<file path="config.mk">
export PLATFORM = sky130hd
export DESIGN_NAME = tracker_controller
export DESIGN_NICKNAME = d
export VERILOG_FILES = /design/src/rtl/tracker_controller.sv
export SDC_FILE = /design/constraint.sdc
export NUM_CORES = 1
export LEC_CHECK = 0
export BUFFER_PORTS_ARGS = -buffer_cell sky130_fd_sc_hd__buf_2
export CORE_ASPECT_RATIO = 0.75
export CORE_MARGIN = 2
export CORE_UTILIZATION = 32
export CTS_CLUSTER_DIAMETER = 80
export DETAILED_ROUTE_END_ITERATION = 8
export PLACE_DENSITY = 0.56
export SYNTH_ARGS = -nofsm -noshare
export SYNTH_HDL_FRONTEND = slang
export SYNTH_SLANG_ARGS = --single-unit
</file>
<file path="constraint.sdc">
create_clock -name clk -period 1.47 [get_ports clk]
set_clock_uncertainty 0.15 [all_clocks]
set_input_delay 0 -clock clk [delete_from_list [all_inputs] [get_ports clk]]
set_output_delay 0 -clock clk [all_outputs]
set_load 0.02 [all_outputs]
</file>
<file path="src/rtl/tracker_controller.sv">
// Purpose: line-following sequencer; debounces {left,mid,right} and drives motor command and wheel duties.
// Latency: a stable sensor change reaches the outputs STABLE_CYCLES+1 cycles later; all outputs registered.
// Backpressure: none, sensor is sampled every cycle and outputs are level commands.
// Optional feature: TRACKER_SEARCH_EN adds the SEARCH/HALT recovery behaviour and the lost flag.
module tracker_controller #(
  parameter int DUTY_W        = 10,
  parameter int FAST_DUTY     = 800,
  parameter int SLOW_DUTY     = 400,
  parameter int STABLE_CYCLES = 4,
  parameter int SEARCH_CYCLES = 1000000
) (
  input  logic              clk,
  input  logic              reset,
  input  logic              enable,
  input  logic [2:0]        sensor_state,
  output logic [1:0]        motor_cmd,
  output logic [DUTY_W-1:0] left_duty,
  output logic [DUTY_W-1:0] right_duty,
  output logic              lost
);

  // Reject nonsensical overrides at elaboration time.
  if (STABLE_CYCLES < 1 || SEARCH_CYCLES < 2) begin : g_param_check
    $error("tracker_controller: need STABLE_CYCLES >= 1 and SEARCH_CYCLES >= 2");
  end

  localparam logic [1:0] ST_IDLE   = 2'd0;
  localparam logic [1:0] ST_FOLLOW = 2'd1;
`ifdef TRACKER_SEARCH_EN
  localparam logic [1:0] ST_SEARCH = 2'd2;
  localparam logic [1:0] ST_HALT   = 2'd3;
`endif

  localparam logic [1:0] CMD_STOP  = 2'd0;
  localparam logic [1:0] CMD_FWD   = 2'd1;
  localparam logic [1:0] CMD_LEFT  = 2'd2;
  localparam logic [1:0] CMD_RIGHT = 2'd3;

  localparam logic [DUTY_W-1:0] FAST = FAST_DUTY[DUTY_W-1:0];
  localparam logic [DUTY_W-1:0] SLOW = SLOW_DUTY[DUTY_W-1:0];
  localparam logic [DUTY_W-1:0] ZERO = '0;

  localparam int FCW = $clog2(STABLE_CYCLES + 1);
  localparam logic [FCW-1:0] F_SAT = FCW'(STABLE_CYCLES);

  logic [1:0]        state, state_nxt;
  logic [2:0]        cand, filt;
  logic [FCW-1:0]    fcnt, fcnt_nxt;
  logic [1:0]        map_cmd, cmd_nxt;
  logic [DUTY_W-1:0] map_l, map_r, l_nxt, r_nxt;

`ifdef TRACKER_SEARCH_EN
  localparam int SCW = $clog2(SEARCH_CYCLES);
  localparam logic [SCW-1:0] SC_TERM = SCW'(SEARCH_CYCLES - 1);

  logic [SCW-1:0]    scnt, scnt_nxt;
  logic              last_side;  // 0 = line last seen on the left, 1 = right
  logic              lost_nxt;
  logic [1:0]        piv_cmd;
  logic [DUTY_W-1:0] piv_l, piv_r;
`endif

  // Run length of the current candidate pattern, saturating once it is accepted.
  always_comb begin
    fcnt_nxt = FCW'(1);
    if (sensor_state == cand) begin
      fcnt_nxt = (fcnt == F_SAT) ? fcnt : fcnt + 1'b1;
    end
  end

  // Debounce: filt only takes a pattern seen on STABLE_CYCLES consecutive edges.
  always_ff @(posedge clk) begin
    if (!reset) begin
      cand <= 3'b000;
      fcnt <= '0;
      filt <= 3'b000;
    end else begin
      cand <= sensor_state;
      fcnt <= fcnt_nxt;
      if (fcnt_nxt == F_SAT) begin
        filt <= sensor_state;
      end
    end
  end

  // Line-following map; 101 and 000 fall through to "hold" and 000 is handled by the FSM.
  always_comb begin
    map_cmd = motor_cmd;
    map_l   = left_duty;
    map_r   = right_duty;
    case (filt)
      3'b010, 3'b111: begin map_cmd = CMD_FWD;   map_l = FAST; map_r = FAST; end
      3'b110:         begin map_cmd = CMD_LEFT;  map_l = SLOW; map_r = FAST; end
      3'b100:         begin map_cmd = CMD_LEFT;  map_l = ZERO; map_r = FAST; end
      3'b011:         begin map_cmd = CMD_RIGHT; map_l = FAST; map_r = SLOW; end
      3'b001:         begin map_cmd = CMD_RIGHT; map_l = FAST; map_r = ZERO; end
      default:        begin map_cmd = motor_cmd; map_l = left_duty; map_r = right_duty; end
    endcase
  end

`ifdef TRACKER_SEARCH_EN
  // Pivot on the spot toward the side where the line was last seen.
  always_comb begin
    piv_cmd = last_side ? CMD_RIGHT : CMD_LEFT;
    piv_l   = last_side ? FAST : ZERO;
    piv_r   = last_side ? ZERO : FAST;
  end
`endif

  // Next state and next registered outputs; enable low overrides everything.
  always_comb begin
    state_nxt = state;
    cmd_nxt   = motor_cmd;
    l_nxt     = left_duty;
    r_nxt     = right_duty;
`ifdef TRACKER_SEARCH_EN
    lost_nxt  = 1'b0;
    scnt_nxt  = scnt;
`endif
    if (!enable) begin
      state_nxt = ST_IDLE;
      cmd_nxt   = CMD_STOP;
      l_nxt     = ZERO;
      r_nxt     = ZERO;
    end else begin
      case (state)
        ST_IDLE: begin
          // Outputs pick up the map one edge after entering FOLLOW.
          state_nxt = ST_FOLLOW;
          cmd_nxt   = CMD_STOP;
          l_nxt     = ZERO;
          r_nxt     = ZERO;
        end
        ST_FOLLOW: begin
          if (filt == 3'b000) begin
`ifdef TRACKER_SEARCH_EN
            state_nxt = ST_SEARCH;
            scnt_nxt  = '0;
            cmd_nxt   = piv_cmd;
            l_nxt     = piv_l;
            r_nxt     = piv_r;
`else
            cmd_nxt   = CMD_STOP;
            l_nxt     = ZERO;
            r_nxt     = ZERO;
`endif
          end else begin
            cmd_nxt = map_cmd;
            l_nxt   = map_l;
            r_nxt   = map_r;
          end
        end
`ifdef TRACKER_SEARCH_EN
        ST_SEARCH: begin
          // Reacquisition is tested first so it wins over the timeout.
          if (filt != 3'b000) begin
            state_nxt = ST_FOLLOW;
            cmd_nxt   = map_cmd;
            l_nxt     = map_l;
            r_nxt     = map_r;
          end else if (scnt == SC_TERM) begin
            state_nxt = ST_HALT;
            cmd_nxt   = CMD_STOP;
            l_nxt     = ZERO;
            r_nxt     = ZERO;
            lost_nxt  = 1'b1;
          end else begin
            scnt_nxt  = scnt + 1'b1;
            cmd_nxt   = piv_cmd;
            l_nxt     = piv_l;
            r_nxt     = piv_r;
          end
        end
        ST_HALT: begin
          // Sensors are ignored; only dropping enable leaves HALT.
          cmd_nxt  = CMD_STOP;
          l_nxt    = ZERO;
          r_nxt    = ZERO;
          lost_nxt = 1'b1;
        end
`endif
        default: begin
          state_nxt = ST_IDLE;
          cmd_nxt   = CMD_STOP;
          l_nxt     = ZERO;
          r_nxt     = ZERO;
        end
      endcase
    end
  end

  // FSM state and registered motor outputs.
  always_ff @(posedge clk) begin
    if (!reset) begin
      state      <= ST_IDLE;
      motor_cmd  <= CMD_STOP;
      left_duty  <= ZERO;
      right_duty <= ZERO;
    end else begin
      state      <= state_nxt;
      motor_cmd  <= cmd_nxt;
      left_duty  <= l_nxt;
      right_duty <= r_nxt;
    end
  end

`ifdef TRACKER_SEARCH_EN
  // Search timer, lost flag and last-seen side (only the pivot direction needs it).
  always_ff @(posedge clk) begin
    if (!reset) begin
      scnt      <= '0;
      lost      <= 1'b0;
      last_side <= 1'b0;
    end else begin
      scnt <= scnt_nxt;
      lost <= lost_nxt;
      case (filt)
        3'b100, 3'b110: last_side <= 1'b0;
        3'b001, 3'b011: last_side <= 1'b1;
        default:        last_side <= last_side;
      endcase
    end
  end
`else
  assign lost = 1'b0;
`endif

endmodule

</file>
==> results.md, run 1 <==
Status
• result of the run: finished clean

Global routing
• global-route wire length before repair: 2.33 mm
• antenna violations before repair: 0
• vias in the first global route: 583
• total overflow reported by the global router: 0
• maximum number of pins on one net before global-route repair: 12
• overall global routing resource usage: 9.80%

Timing
• Final Hold Violating Endpoints: 0
• max-slew violation total from the final report: 0
• number of failing setup endpoints in the final timing report: 0
• worst-case hold slack: 0.321 ns
• Peak Freq: 695 MHz
• Setup WS post-layout: 0.0306 ns
• final worst path period need: 1.44 ns
• final total negative setup slack: 0 ns
• final worst-path cycle share: 97.9%

Placement
• PortBufs: 17
• Placed Instance Area: 881 um^2
• half-perimeter wire length after placement: 931 um
• worst slack after detailed placement: -0.0198 ns
• RD Place Congestion: 0.599

Clocking
• source-to-sink clock delay at the later pin of the worst-skew pair: 0.29 ns
• number of clock sinks: 18
• root buf cell: clkbuf_4
• clock input transition at the sequential cells of the worst setup and hold paths: 0.11 ns
• TritonCTS clock tree: yes
• CTS max path bufs: 2
• number of buffers created by CTS: 3
• H-tree depth: 1

Synth
• number of synthesized register bits: 18
• synthesis warning total: 0
• cell area after synthesis: 841 um^2
• dominant register cell in the synthesized netlist: dfxtp_1
• Post-Syn Instances: 96
• Mapped Avg Cell Area: 8.76 um^2
• post-synthesis sequential area ratio: 42.9%
• number of flops mapped to enable cells by yosys: 0
• top post-synthesis cells by area: dfxtp_1, buf_4, mux2i_1
• portion of synthesized cell area occupied by the leading cell type: 42.9%
• share of flip-flops with an asynchronous set or reset: 0%
• cell accounting for the most synthesized area: dfxtp_1
• post-synthesis cell type count: 23

Die
• DIE WIDTH: 63.2 um
• Die Footprint: 3060 um^2
• I/O pin count: 29
• number of cell rows: 16
• Die Y-Extent: 48.4 um
• core area: 2560 um^2
• initial core utilization: 32.8%

Critical path
• kind of cell with the highest combined delay on the critical path: buffers and inverters
• Worst Setup Path Type: in -> reg
• biggest fanout along the worst timing path: 11
• required time at the endpoint of the critical path: 1.50 ns
• Crit. End Element: flop
• nature of the critical path startpoint: primary input
• Top cell by count, worst path: dlygate4sd3_1
• number of buffer and inverter stages on the critical path: 3
• arrival time of data at the critical path endpoint: 1.47 ns
• Crit path largest cell delay: 0.57 ns
• cell-by-cell trace of the critical path: dlygate4sd3_1, clkbuf_4, and2_1, dlygate4sd3_1
• slowest library cell on the worst path: dlygate4sd3_1

Detailed routing
• wire length after detailed routing: 1.49 mm
• remaining design rule violation count: 0
• detail-routed via count per cell: 4.04
• detailed-route via count: 634
• Antenna Nets Post-Route: 0
• WL per Instance: 9.46 um
• drt pass-1 iters: 4
• Starting DRT DRC Count: 4

Power and ir drop
• leakage power: 0.578 nW
• power density normalized to cell area: 826 nW/um^2
• maximum vdd ir drop: 0.000278 V

Final layout
• most used cells in the layout excluding fill and tap cells: dfxtp_1, buf_2, conb_1, nor2_1
• share of cells above drive strength 1: 32.2%
• Final Net Count: 130
• total non-filler cell area in the finished layout: 1120 um^2
• final design utilization: 43.7%
• Ant. Diodes: 0
• area growth from synthesis to final layout: 33.0%
• number of fill cells in the layout: 263

Job
• number of violations of the max-capacitance limit: 0

Worst hold path
• path type of the worst min-delay path: in -> reg

## report_power, final
group	total [mW]	switching, mW	internal [mW]
logic	0.115	0.0619	0.0531
clock network	0.306	0.156	0.151
registers	0.503	0.00667	0.496
total	0.924	0.224	0.700
## layout make-up
type | count | area [um^2] | area share [%]
well taps | 36 | 45.0 | 4.03
clock buffers | 4 | 36.3 | 3.24
multi-input cells | 63 | 439 | 39.3
flip-flops and latches | 18 | 365 | 32.7
repair buffers | 30 | 210 | 18.8
inverters | 6 | 22.5 | 2.01
## worst min-delay path: stages
cell	delay (ns)
dlymetal6s4s_1	0.16
buf_2	0.12
xor2_1	0.16
nor3_2	0.09
and3_2	0.20
## timing repair
item / 4_1_cts / 5_1_grt
endpoints found under the setup margin: 3 / 3
pin swaps: 1 / 6
buffers inserted: 0 / 4
endpoints found under the hold margin: 15 / 0
hold buffers: 9 / 0
resized for setup: 2 / 17
## sequential cells by signal, indices dropped and copies added (netlist names)
signal      count
cand            3
fcnt            3
filt            3
left_duty       3
motor_cmd       2
right_duty      3
state           1
## synthesized netlist by cell type (3+ instances only)
library cell and instances:
xor2_1 3, nand2b_1 4, buf_4 15, clkbuf_1 4, mux2i_1 4, nor2_1 9, dfxtp_1 18, inv_1 6
o21ai_0 4, a21oi_1 4, nand2_1 9
## per-layer routing
layer	GRT usage, %	vias up	wire length (um)
met4	6.52	0	21
li1	-	328	-
met1	10.5	289	655
met3	1.40	2	50
met2	17.9	15	758
met5	0	-	0
## final timing paths
kind                                      start      endpoint  slack, ns  cells after the start
worst max register to register          fcnt[0]       filt[1]       0.06                      6
worst max-delay path                      reset      state[0]       0.03                      4
worst min register to register     motor_cmd[0]  motor_cmd[0]       0.32                      2
worst min-delay path            sensor_state[1]       fcnt[1]       0.32                      5
## per-stage QoR
step                instances  total power, mW
floorplan                 106            0.587
global placement          140            0.578
detailed placement        140            0.579
CTS                       153            0.900
global route              157            0.967
finish                    157            0.924
## kinds of logic (layout without fill, tap and decap cells)
logic type               Yosys count  count (layout)  synth area share (%)
flip-flops                        18              18                  42.9
other                              1              11                 0.446
adder cells (fa/ha/maj)            2               2                  2.98
buffers and inverters             25              40                  17.9
AND/OR/NAND/NOR                   32              32                  20.1
AO/OA/AOI/OAI                     10              10                  6.85
multiplexers                       4               4                  4.76
XOR/XNOR                           4               4                  4.17
(Power assumes the default switching activity.)
==> run 2, diff against run 1 <==
Settings changed: PLACE_DENSITY 0.56 to 0.54.
Clock period 1.47 ns to 1.6 ns, I/O delays scaled along.
==> run 2 against run 1 <==
Effect of this change: flip-flop and latch count unchanged; critical path type is now reg -> reg; power shrank 18%; via count shrank 5.5%; non-clock buffer count fell by 4; clock power down 28%; cell count fell by 3.2%; setup slack better by 0.11 ns; global-route usage decreased by 0.80 points; critical path depth increased by 2; first-iteration DRC count fell by 25%; register-to-register slack improved by 0.08 ns.
==> results.md, run 2 (same netlist as run 1, synthesis figures left out) <==
Die
• DIE WIDTH: 63.2 um, unchanged
• Die Y-Extent: 48.4 um, unchanged
• I/O pin count: 29, unchanged
• core area: 2560 um^2, unchanged
• initial core utilization: 32.8%, unchanged
• Die Footprint: 3060 um^2, unchanged
• number of cell rows: 16, unchanged

Timing
• max-slew violation total from the final report: 0, unchanged
• setup repair after global routing missed its margin: false
• final worst path period need: 1.46 ns
• final worst-path cycle share: 91.4%
• final total negative setup slack: 0 ns, unchanged
• Peak Freq: 684 MHz
• worst-case hold slack: 0.319 ns, was 0.321 ns
• Final Hold Violating Endpoints: 0, unchanged
• number of failing setup endpoints in the final timing report: 0, unchanged

Detailed routing
• WL per Instance: 8.58 um, was 9.46 um
• Antenna Nets Post-Route: 0, unchanged
• Starting DRT DRC Count: 3, was 4
• remaining design rule violation count: 0, unchanged
• drt pass-1 iters: 3, was 4
• detail-routed via count per cell: 3.94, was 4.04
• detailed-route via count: 599, was 634
• wire length after detailed routing: 1.30 mm, was 1.49 mm

Final layout
• final design utilization: 39.0%, was 43.7%
• share of cells above drive strength 1: 22.4%, was 32.2%
• area growth from synthesis to final layout: 18.8%, was 33.0%
• most used cells in the layout excluding fill and tap cells: dfxtp_1, buf_2, conb_1, was dfxtp_1, buf_2, conb_1, nor2_1
• Final Net Count: 126, was 130
• Ant. Diodes: 0, unchanged

Placement
• PortBufs: 17, unchanged
• half-perimeter wire length after placement: 959 um, was 931 um
• RD Place Congestion: 0.636, was 0.599

Clocking
• CTS max path bufs: 2, unchanged
• clock input transition at the sequential cells of the worst setup and hold paths: 0.10 ns, was 0.11 ns
• number of buffers created by CTS: 3, unchanged
• root buf cell: clkbuf_4, unchanged
• number of clock sinks: 18, unchanged
• TritonCTS clock tree: yes, unchanged
• setup fix buffers added after clock tree synthesis: 0, unchanged
• H-tree depth: 1, unchanged
• source-to-sink clock delay at the later pin of the worst-skew pair: 0.29 ns, about the same

Global routing
• antenna violations before repair: 0, unchanged
• vias in the first global route: 539, was 583
• overall global routing resource usage: 9.00%, was 9.80%
• total overflow reported by the global router: 0, unchanged
• global-route wire length before repair: 2.21 mm, was 2.33 mm
• maximum number of pins on one net before global-route repair: 12, unchanged

Power and ir drop
• Final Power: 0.759 mW, was 0.924 mW
• maximum vdd ir drop: 0.000261 V, was 0.000278 V
• leakage power: 0.524 nW, was 0.578 nW
• power density normalized to cell area: 761 nW/um^2, was 826 nW/um^2

Critical path
• biggest fanout along the worst timing path: 3, was 11
• Worst Setup Path Type: reg -> reg, was in -> reg
• arrival time of data at the critical path endpoint: 1.49 ns, was 1.47 ns
• nature of the critical path startpoint: flop, was primary input
• Crit. End Element: flop, unchanged
• required time at the endpoint of the critical path: 1.63 ns, was 1.50 ns

Worst hold path
• path type of the worst min-delay path: reg -> reg, was in -> reg

Status
• result of the run: finished clean, unchanged

Job
• number of violations of the max-capacitance limit: 0, unchanged

==> run 2: cell count changes in the layout (fill, tap and decap cells not counted), sizes merged <==
cell / before / now
dlymetal6s4s: 1 / 0
dlygate4sd3: 8 / 9
clkbuf: 5 / 3
buf: 20 / 17
==> run 2: repair_timing <==
| action | CTS | global route |
|---|---|---|
| hold endpoints to repair | 13 | 0 |
| hold buffers | 9 | 0 |
| gates resized for setup | 0 | 2 |
| setup endpoints to repair | 0 | 3 |
==> run 2: worst paths after layout <==
check	slack, ns	end	cells after the start	start
worst min register to register	0.32	motor_cmd[0]	2	motor_cmd[0]
worst max-delay path	0.14	filt[1]	6	fcnt[0]
worst max register to register	0.14	filt[1]	6	fcnt[0]
worst min-delay path	0.32	motor_cmd[0]	2	motor_cmd[0]
==> run 2: layout make-up <==
cell class                 count  area (um^2)
inverter                       6         22.5
timing repair buffer          26          175
tap                           36         45.0
clock buffer                   3         22.5
fill                         280         1560
multi-input combinational     63          372
sequential                    18          362
==> run 2: worst max-delay path: stages (launching register included) <==
cell	delay (ns)
dfxtp_2	0.35
inv_1	0.05
ha_1	0.16
nand2_1	0.07
xnor2_1	0.21
nand4b_2	0.20
mux2i_1	0.15
==> run 2: where the power goes <==
group	internal, mW	switching (mW)	leakage, nW
clock	0.0874	0.133	0.0138
combinational	0.0319	0.0467	0.364
sequential	0.456	0.00431	0.147
==> run 2: metal layers <==
| metal | global-route usage [%] | up-vias | routed length, um |
|---|---|---|---|
| met5 | 0 | - | 0 |
| met4 | 5.43 | 0 | 12 |
| met3 | 1.86 | 2 | 75 |
| met2 | 14.4 | 18 | 575 |
| met1 | 11.3 | 259 | 640 |
| li1 | - | 320 | - |
==> run 2: through the flow <==
step / instances / cell area (um^2) / setup slack (ns)
2_1_floorplan: 106 / 878 / 0.214
3_3_place_gp: 140 / 881 / 0.157
3_5_place_dp: 140 / 881 / 0.107
4_1_cts: 152 / 993 / 0.0959
5_1_grt: 152 / 998 / 0.00893
6_report: 152 / 998 / 0.138
